[src/rtl/toggle_edge_counter.sv]
// toggle_edge_counter: synchronizes the blinker's toggle output, detects each
// rising edge and counts edges in two-digit BCD (00-99, wrapping). Drives
// registered seven-segment patterns, a per-edge pulse and a sticky wrap flag.
module toggle_edge_counter #(
  parameter int SYNC_STAGES = 2
) (
  input  logic       clk,
  input  logic       rst,
  input  logic       toggle,
  input  logic       enable,
  input  logic       clear,
  output logic [7:0] count_bcd,
  output logic [6:0] seg_tens,
  output logic [6:0] seg_ones,
  output logic       edge_pulse,
  output logic       wrapped
);

  logic [SYNC_STAGES-1:0] sync_chain_q, sync_chain_d;
  logic                   sync_q;
  logic                   prev_q, prev_d;
  logic                   rise, cnt_ev;
  logic [3:0]             ones_q, ones_d;
  logic [3:0]             tens_q, tens_d;
  logic [6:0]             seg_ones_q, seg_ones_d;
  logic [6:0]             seg_tens_q, seg_tens_d;
  logic                   edge_pulse_q, edge_pulse_d;
  logic                   wrapped_q, wrapped_d;

  // Active-high segments a..g on bits 0..6; illegal digits blank the display.
  function automatic logic [6:0] seg7(input logic [3:0] digit);
    logic [6:0] pat;
    case (digit)
      4'd0:    pat = 7'h3F;
      4'd1:    pat = 7'h06;
      4'd2:    pat = 7'h5B;
      4'd3:    pat = 7'h4F;
      4'd4:    pat = 7'h66;
      4'd5:    pat = 7'h6D;
      4'd6:    pat = 7'h7D;
      4'd7:    pat = 7'h07;
      4'd8:    pat = 7'h7F;
      4'd9:    pat = 7'h6F;
      default: pat = 7'h00;
    endcase
    return pat;
  endfunction

  assign sync_q = sync_chain_q[SYNC_STAGES-1];
  assign rise   = sync_q & ~prev_q;
  assign cnt_ev = rise & enable & ~clear;

  // Synchronizer shift and edge history track toggle regardless of enable.
  always_comb begin
    sync_chain_d = {sync_chain_q[SYNC_STAGES-2:0], toggle};
    prev_d       = sync_q;
  end

  // Next count with clear taking priority; segments decoded from next digits
  // so the registered patterns always match the registered count.
  always_comb begin
    ones_d       = ones_q;
    tens_d       = tens_q;
    wrapped_d    = wrapped_q;
    edge_pulse_d = 1'b0;
    if (clear) begin
      ones_d    = 4'd0;
      tens_d    = 4'd0;
      wrapped_d = 1'b0;
    end else if (cnt_ev) begin
      edge_pulse_d = 1'b1;
      if (ones_q < 4'd9) begin
        ones_d = ones_q + 4'd1;
      end else begin
        ones_d = 4'd0;
        if (tens_q < 4'd9) begin
          tens_d = tens_q + 4'd1;
        end else begin
          tens_d    = 4'd0;
          wrapped_d = 1'b1;
        end
      end
    end
    seg_ones_d = seg7(ones_d);
    seg_tens_d = seg7(tens_d);
  end

  // State registers; reset clears everything immediately.
  always_ff @(posedge clk or posedge rst) begin
    if (rst) begin
      sync_chain_q <= '0;
      prev_q       <= 1'b0;
      ones_q       <= 4'd0;
      tens_q       <= 4'd0;
      seg_ones_q   <= 7'h3F;
      seg_tens_q   <= 7'h3F;
      edge_pulse_q <= 1'b0;
      wrapped_q    <= 1'b0;
    end else begin
      sync_chain_q <= sync_chain_d;
      prev_q       <= prev_d;
      ones_q       <= ones_d;
      tens_q       <= tens_d;
      seg_ones_q   <= seg_ones_d;
      seg_tens_q   <= seg_tens_d;
      edge_pulse_q <= edge_pulse_d;
      wrapped_q    <= wrapped_d;
    end
  end

  assign count_bcd  = {tens_q, ones_q};
  assign seg_tens   = seg_tens_q;
  assign seg_ones   = seg_ones_q;
  assign edge_pulse = edge_pulse_q;
  assign wrapped    = wrapped_q;

endmodule
[config.mk]
export PLATFORM = sky130hd
export DESIGN_NAME = toggle_edge_counter
export DESIGN_NICKNAME = d
export VERILOG_FILES = /design/src/rtl/toggle_edge_counter.sv
export SDC_FILE = /design/constraint.sdc
export NUM_CORES = 1
export LEC_CHECK = 0
export BUFFER_PORTS_ARGS = -buffer_cell sky130_fd_sc_hd__buf_4
export CORE_UTILIZATION = 49
export CTS_CLUSTER_DIAMETER = 100
export DETAILED_ROUTE_END_ITERATION = 10
export PLACE_DENSITY = 0.75
export SLEW_MARGIN = 20
export SYNTH_ARGS = -nofsm -noshare
export SYNTH_HDL_FRONTEND = slang
export SYNTH_SLANG_ARGS = --single-unit
[constraint.sdc]
create_clock -name clk -period 2.05 [get_ports clk]
set_input_delay 0.41 -clock clk [delete_from_list [all_inputs] [get_ports clk]]
set_output_delay 0.41 -clock clk [all_outputs]
set_load 0.005 [all_outputs]
# Yosys cells after proc, flatten, opt, wreduce, memory -nomap -nowiden
# Memory sizes are Yosys's and may differ from the RTL's. A register that Yosys moved wholly into a read port is not among the register bits.
# Cells that the tools add are included.
# word_totals
register_bits	13
latch_bits	0
ram_bits	0
mem_bits_ro	224
input_bits	5
out_inout_bits	24
word_cells	34
n_memories	2
# op_classes
addsub	2
multipliers	0
div	0
order_cmp	2
n_eq_ne	2
shifts	0
muxes	13
bitwise	5
reduce_logical	2
# memory_table
name	words	width	rd	rd_ports_with_merged_regs	wr	line_no	text
(name not given)	16	7	1	1	0	33	case (digit)
(name not given)	16	7	1	1	0	33	
# op_table
op	count
$mux 4	7
$add 4x1->4 const B	2
$lt 4x4->1 const B	2
$mux 1	6
$ne 2x2->1 const B	2
$and 1x1->1	3
$reduce_and 3->1	1
$not 1->1	2
$reduce_bool 2->1	1

# Longest topological paths before layout
# depth
ltp_word	6
ltp_mapped	12

# Least setup slack after synthesis
# Ideal clock, no wire load.
# synth_timing
path_type	reg-to-reg
from	register ones_q[0]
to	register seg_tens_q[0] (netlist: seg_tens[0])
setup_time_ns	0.088
arrival_time_ns	2.079
t_required_ns	1.962
setup_slack_ns	-0.117
path_stages_with_launch	13
n_path_buf	0
synth_period_minus_slack_ns	2.167
cell_sequence	dfrtp_1 > inv_1 > ha_1 > nor2b_2 > nor3_4 > and3_1 > a21oi_1 > or2_1 > inv_2 > ha_1 > inv_1 > mux2i_1 > o22ai_1
# synth_between
elab_chain_cells	4
# synth_rtl
element	line_no	text
start, declared	23	logic [3:0] ones_q, ones_d;
start signal, assigned	102	ones_q <= ones_d;
$lt 4x4->1	72	if (ones_q < 4'd9) begin
$mux 4	72	
$mux 4	70	end else if (cnt_ev) begin
$mux 4	66	if (clear) begin
named net tens_d[0]	24	logic [3:0] tens_q, tens_d;
end, declared	26	logic [6:0] seg_tens_q, seg_tens_d;
# The timed path passes the listed nets, and every way through them passes these cells.
# A chain may end at the register's enable or synchronous reset.

# Final worst setup path
# layout_timing
from	register ones_q[1]
to	register seg_ones_q[2] (netlist: seg_ones[2])
# layout_between
elab_chain_cells	4
elab_cells_between_ends	5
# layout_rtl
element	line_no	text
$add 4x1->4 / $lt 4x4->1 (equally long branches)	73, 72	
$mux 4	72	
$mux 4 (*)	70	
$mux 4 (*)	66	
end, declared	25	logic [6:0] seg_ones_q, seg_ones_d;
# Every way passes the cells marked *; elsewhere a longest branch is shown, timed or not.

==> results.sh <==
export IMPL_grt_overflow_total=0
export IMPL_cts_tree="yes"
export IMPL_p_comb_share_pct=10.1
export IMPL_grt_pass1_vias=1181
export IMPL_status="complete, but fails checks"
export IMPL_rows=19
export IMPL_first_pass_iters=7
export IMPL_num_vias=1190
export IMPL_setup_violations=0
export IMPL_synthMuxAreaShare_pct=1.33
export IMPL_cp_slowest_cell="dfrtp_1"
export IMPL_hp_class="in -> async"
export IMPL_syn_num_nets=159
export IMPL_synthCells=138
export IMPL_hold_viol=0
export IMPL_insertion_delay_ns=0.33
export IMPL_synth_area_um2=1510
export IMPL_core_um2=2830
export IMPL_fin_cells=219
export IMPL_path_cells="inv_2 > ha_4 > or2b_4 > nand2_2 > and3_4 > a21oi_2 > or2_4 > buf_6 > ha_2 > a31oi_1"
export IMPL_wire_per_inst_um=14.5
export IMPL_syn_area_per_cell_um2=10.9
export IMPL_dr_first_iter_drc_count=35
export IMPL_gp_congestion=0.878
export IMPL_crit_type="reg -> reg"
export IMPL_drive_above_1_share_pct=53.2
export IMPL_synth_simple_area_share_pct=17.2
export IMPL_synth_edf_count=0
export IMPL_clock_sinks=27
export IMPL_p_int_w=0.000664
export IMPL_violations="design-rule violations"
export IMPL_nNetsFinal=210
export IMPL_async_reset_ff_share_pct=100
export IMPL_finalCritPeriodShare_pct=97.9
export IMPL_synth_cell_types=47
export IMPL_numCtsBuffers=3
export IMPL_die_area_um2=3300
export IMPL_switching_power_w=0.000214
export IMPL_grt_start_max_net_pins=28
export IMPL_ys_top_cells_by_area="dfrtp_1 (25%), dfstp_2 (21%), ha_1 (13%), inv_1 (3.2%), nand2_1 (2.7%)"
export IMPL_arrival_ns=2.26
export IMPL_drv_cap=0
export IMPL_grt_util_met2_pct=35.4
export IMPL_period_needed_ns=2.01
export IMPL_diodes=0
export IMPL_busiest_layer="met2"
export IMPL_drtAntennaViolNets=0
export IMPL_crit_buf_inv=2
export IMPL_synth_ff_type="dfrtp_1"
export IMPL_required_ns=2.30
export IMPL_grt_met1_usage_pct=25.5
export IMPL_synth_xor_area_share_pct=1.74
export IMPL_yosys_warnings=0
export IMPL_slew_headroom_pct=66.7
export IMPL_drc=3
export IMPL_synth_top_area_cell="dfrtp_1"
export IMPL_leakagePower_nw=0.970
export IMPL_post_drt_via_cell_ratio=5.43
export IMPL_start_util_pct=53.3
export IMPL_clkPwrFrac_pct=27.2
export IMPL_crit_family="simple AND/OR/NAND/NOR gates"
export IMPL_ys_ff_latch=27
export IMPL_yosysMostFrequentCell="ha_1"
export IMPL_cts_buffer_depth=2
export IMPL_io_pins=29
export IMPL_skew_ns=0.00735
export IMPL_swShare_pct=24.4
export IMPL_antenna_found_initial=0
export IMPL_synthAdderAreaFrac_pct=13.3
export IMPL_track_usage_pct=20.5
export IMPL_slew_violations=0
export IMPL_fp_dieW_um=57.5
export IMPL_grt_pass1_wl_mm=5.23
export IMPL_synth_top_family_by_area="simple AND/OR/NAND/NOR gates"
export IMPL_holdBufCountCts=0
export IMPL_fmaxAchievable_mhz=498
export IMPL_multi_input_area_um2=815
export IMPL_seq_area_um2=691
export IMPL_ys_seq_area_share_pct=45.8
export IMPL_cts_root_buf="clkbuf_4"
export IMPL_fillers=204
export IMPL_tightest_slew_ns=0.495
export IMPL_clkTransAtPathRegs_ns=0.16
export IMPL_htreeDepth=1
export IMPL_numPortBuffers=28
export IMPL_wl_mm=3.17
export IMPL_pwr_density_cell_nw_per_um2=435
export IMPL_critPathLaunchType="flip-flop"
export IMPL_crit_fanout=4
export IMPL_synth_compound_area_share_pct=14.8
export IMPL_synth_top_area_share_pct=24.9
export IMPL_rsz0062_at_grt="true"
export IMPL_gr_usage_met3_pct=2.49
export IMPL_max_stage_delay_ns=0.43
export IMPL_ir_drop_mv=0.327
export IMPL_fp_dieH_um=57.5
export IMPL_pwr_share_seq_pct=62.7
export IMPL_synthTopCellsByCount="ha_1 (16), dfrtp_1 (15), inv_1 (13), dfstp_2 (12), nand2_1 (11)"
export IMPL_tns_ns=0
export IMPL_crit_path_end_kind="flip-flop"
export IMPL_placed_cells=209
export IMPL_hpwl_mm=2.29
export IMPL_area_growth_pct=34.1
cells in the final DEF, fill, tap and decap left out, drive strengths merged, types with 5 or more instances in the layout:
cell type / count
nand2: 11
inv: 16
nor2: 5
o21ai: 5
dfrtp: 15
a21oi: 6
buf: 51
nand3: 5
dfstp: 12
ha: 16
tightest hold or removal path: stages:
cell   delay [ns]
buf_4        0.11
inv_1        0.04
buf_4        0.31
what timing repair did:
| item | in CTS | in global routing |
|---|---|---|
| pin swaps | 0 | 9 |
| buffers inserted | 1 | 5 |
| setup endpoints to repair | 9 | 11 |
| gates resized for setup | 6 | 14 |
sequential cells by signal, summed over array words and instances, names as in the netlist:
name,cells
edge_pulse,1
wrapped,1
seg_ones,7
tens_q,4
sync_chain_q,2
ones_q,4
prev_q,1
seg_tens,7
layout make-up:
class / count / area share [%]
multi-input cells: 90 / 40.3
flip-flops and latches: 27 / 34.2
repair buffers: 51 / 19.1
inverters: 16 / 3.09
well taps: 31 / 1.92
clock buffers: 3 / 1.11
clock inverters: 1 / 0.309
final timing paths:
kind                            slack (ns)         endpoint  cells after the start             from
worst min-delay path                  0.11        tens_q[3]                      3              rst
worst max register to register        0.04      seg_ones[2]                     10        ones_q[1]
worst min register to register        0.37  sync_chain_q[1]                      0  sync_chain_q[0]
min in group clk                      0.17  sync_chain_q[0]                      1           toggle
max in group asynchronous             1.64      seg_ones[1]                      3              rst
worst max-delay path                  0.04      seg_ones[2]                     10        ones_q[1]
kinds of logic after synthesis:
group	count (synthesis)
AOI/OAI and AO/OA	28
xor gates and xnor gates	3
adders and majority gates	16
buffers and inverters	21
DFF	27
muxes	2
and+or+nand+nor	41
power groups by stage:
stage | combinational, W | clock [W] | sequential [W]
floorplan | 0.0000403 | 0 | 0.000560
global placement | 0.0000731 | 0 | 0.000559
detailed placement | 0.0000757 | 0 | 0.000559
CTS | 0.0000796 | 0.000249 | 0.000550
global route | 0.0000966 | 0.000274 | 0.000552
finish | 0.0000887 | 0.000239 | 0.000550
stage by stage:
stage                     util (%)  total power, W  setup WS, ns  hold WS, ns  cell area (um2)
final                         71.5        0.000879        0.0422        0.111             2020
after global routing          71.5        0.000922       -0.0503        0.116             2020
after CTS                     68.5        0.000879      0.000471        0.116             1940
after detailed placement      66.2        0.000635       -0.0855        0.340             1870
after global placement        66.2        0.000632       -0.0145        0.333             1870
after floorplan                  -        0.000601       -0.0795        0.331             1520
routing by layer:
layer,up-vias,share of wire (%)
met4,0,1.1
met5,-,0
met1,569,43
met2,33,52
met3,4,3.8
li1,584,-
Note: power is estimated with default switching activity, not from simulation.
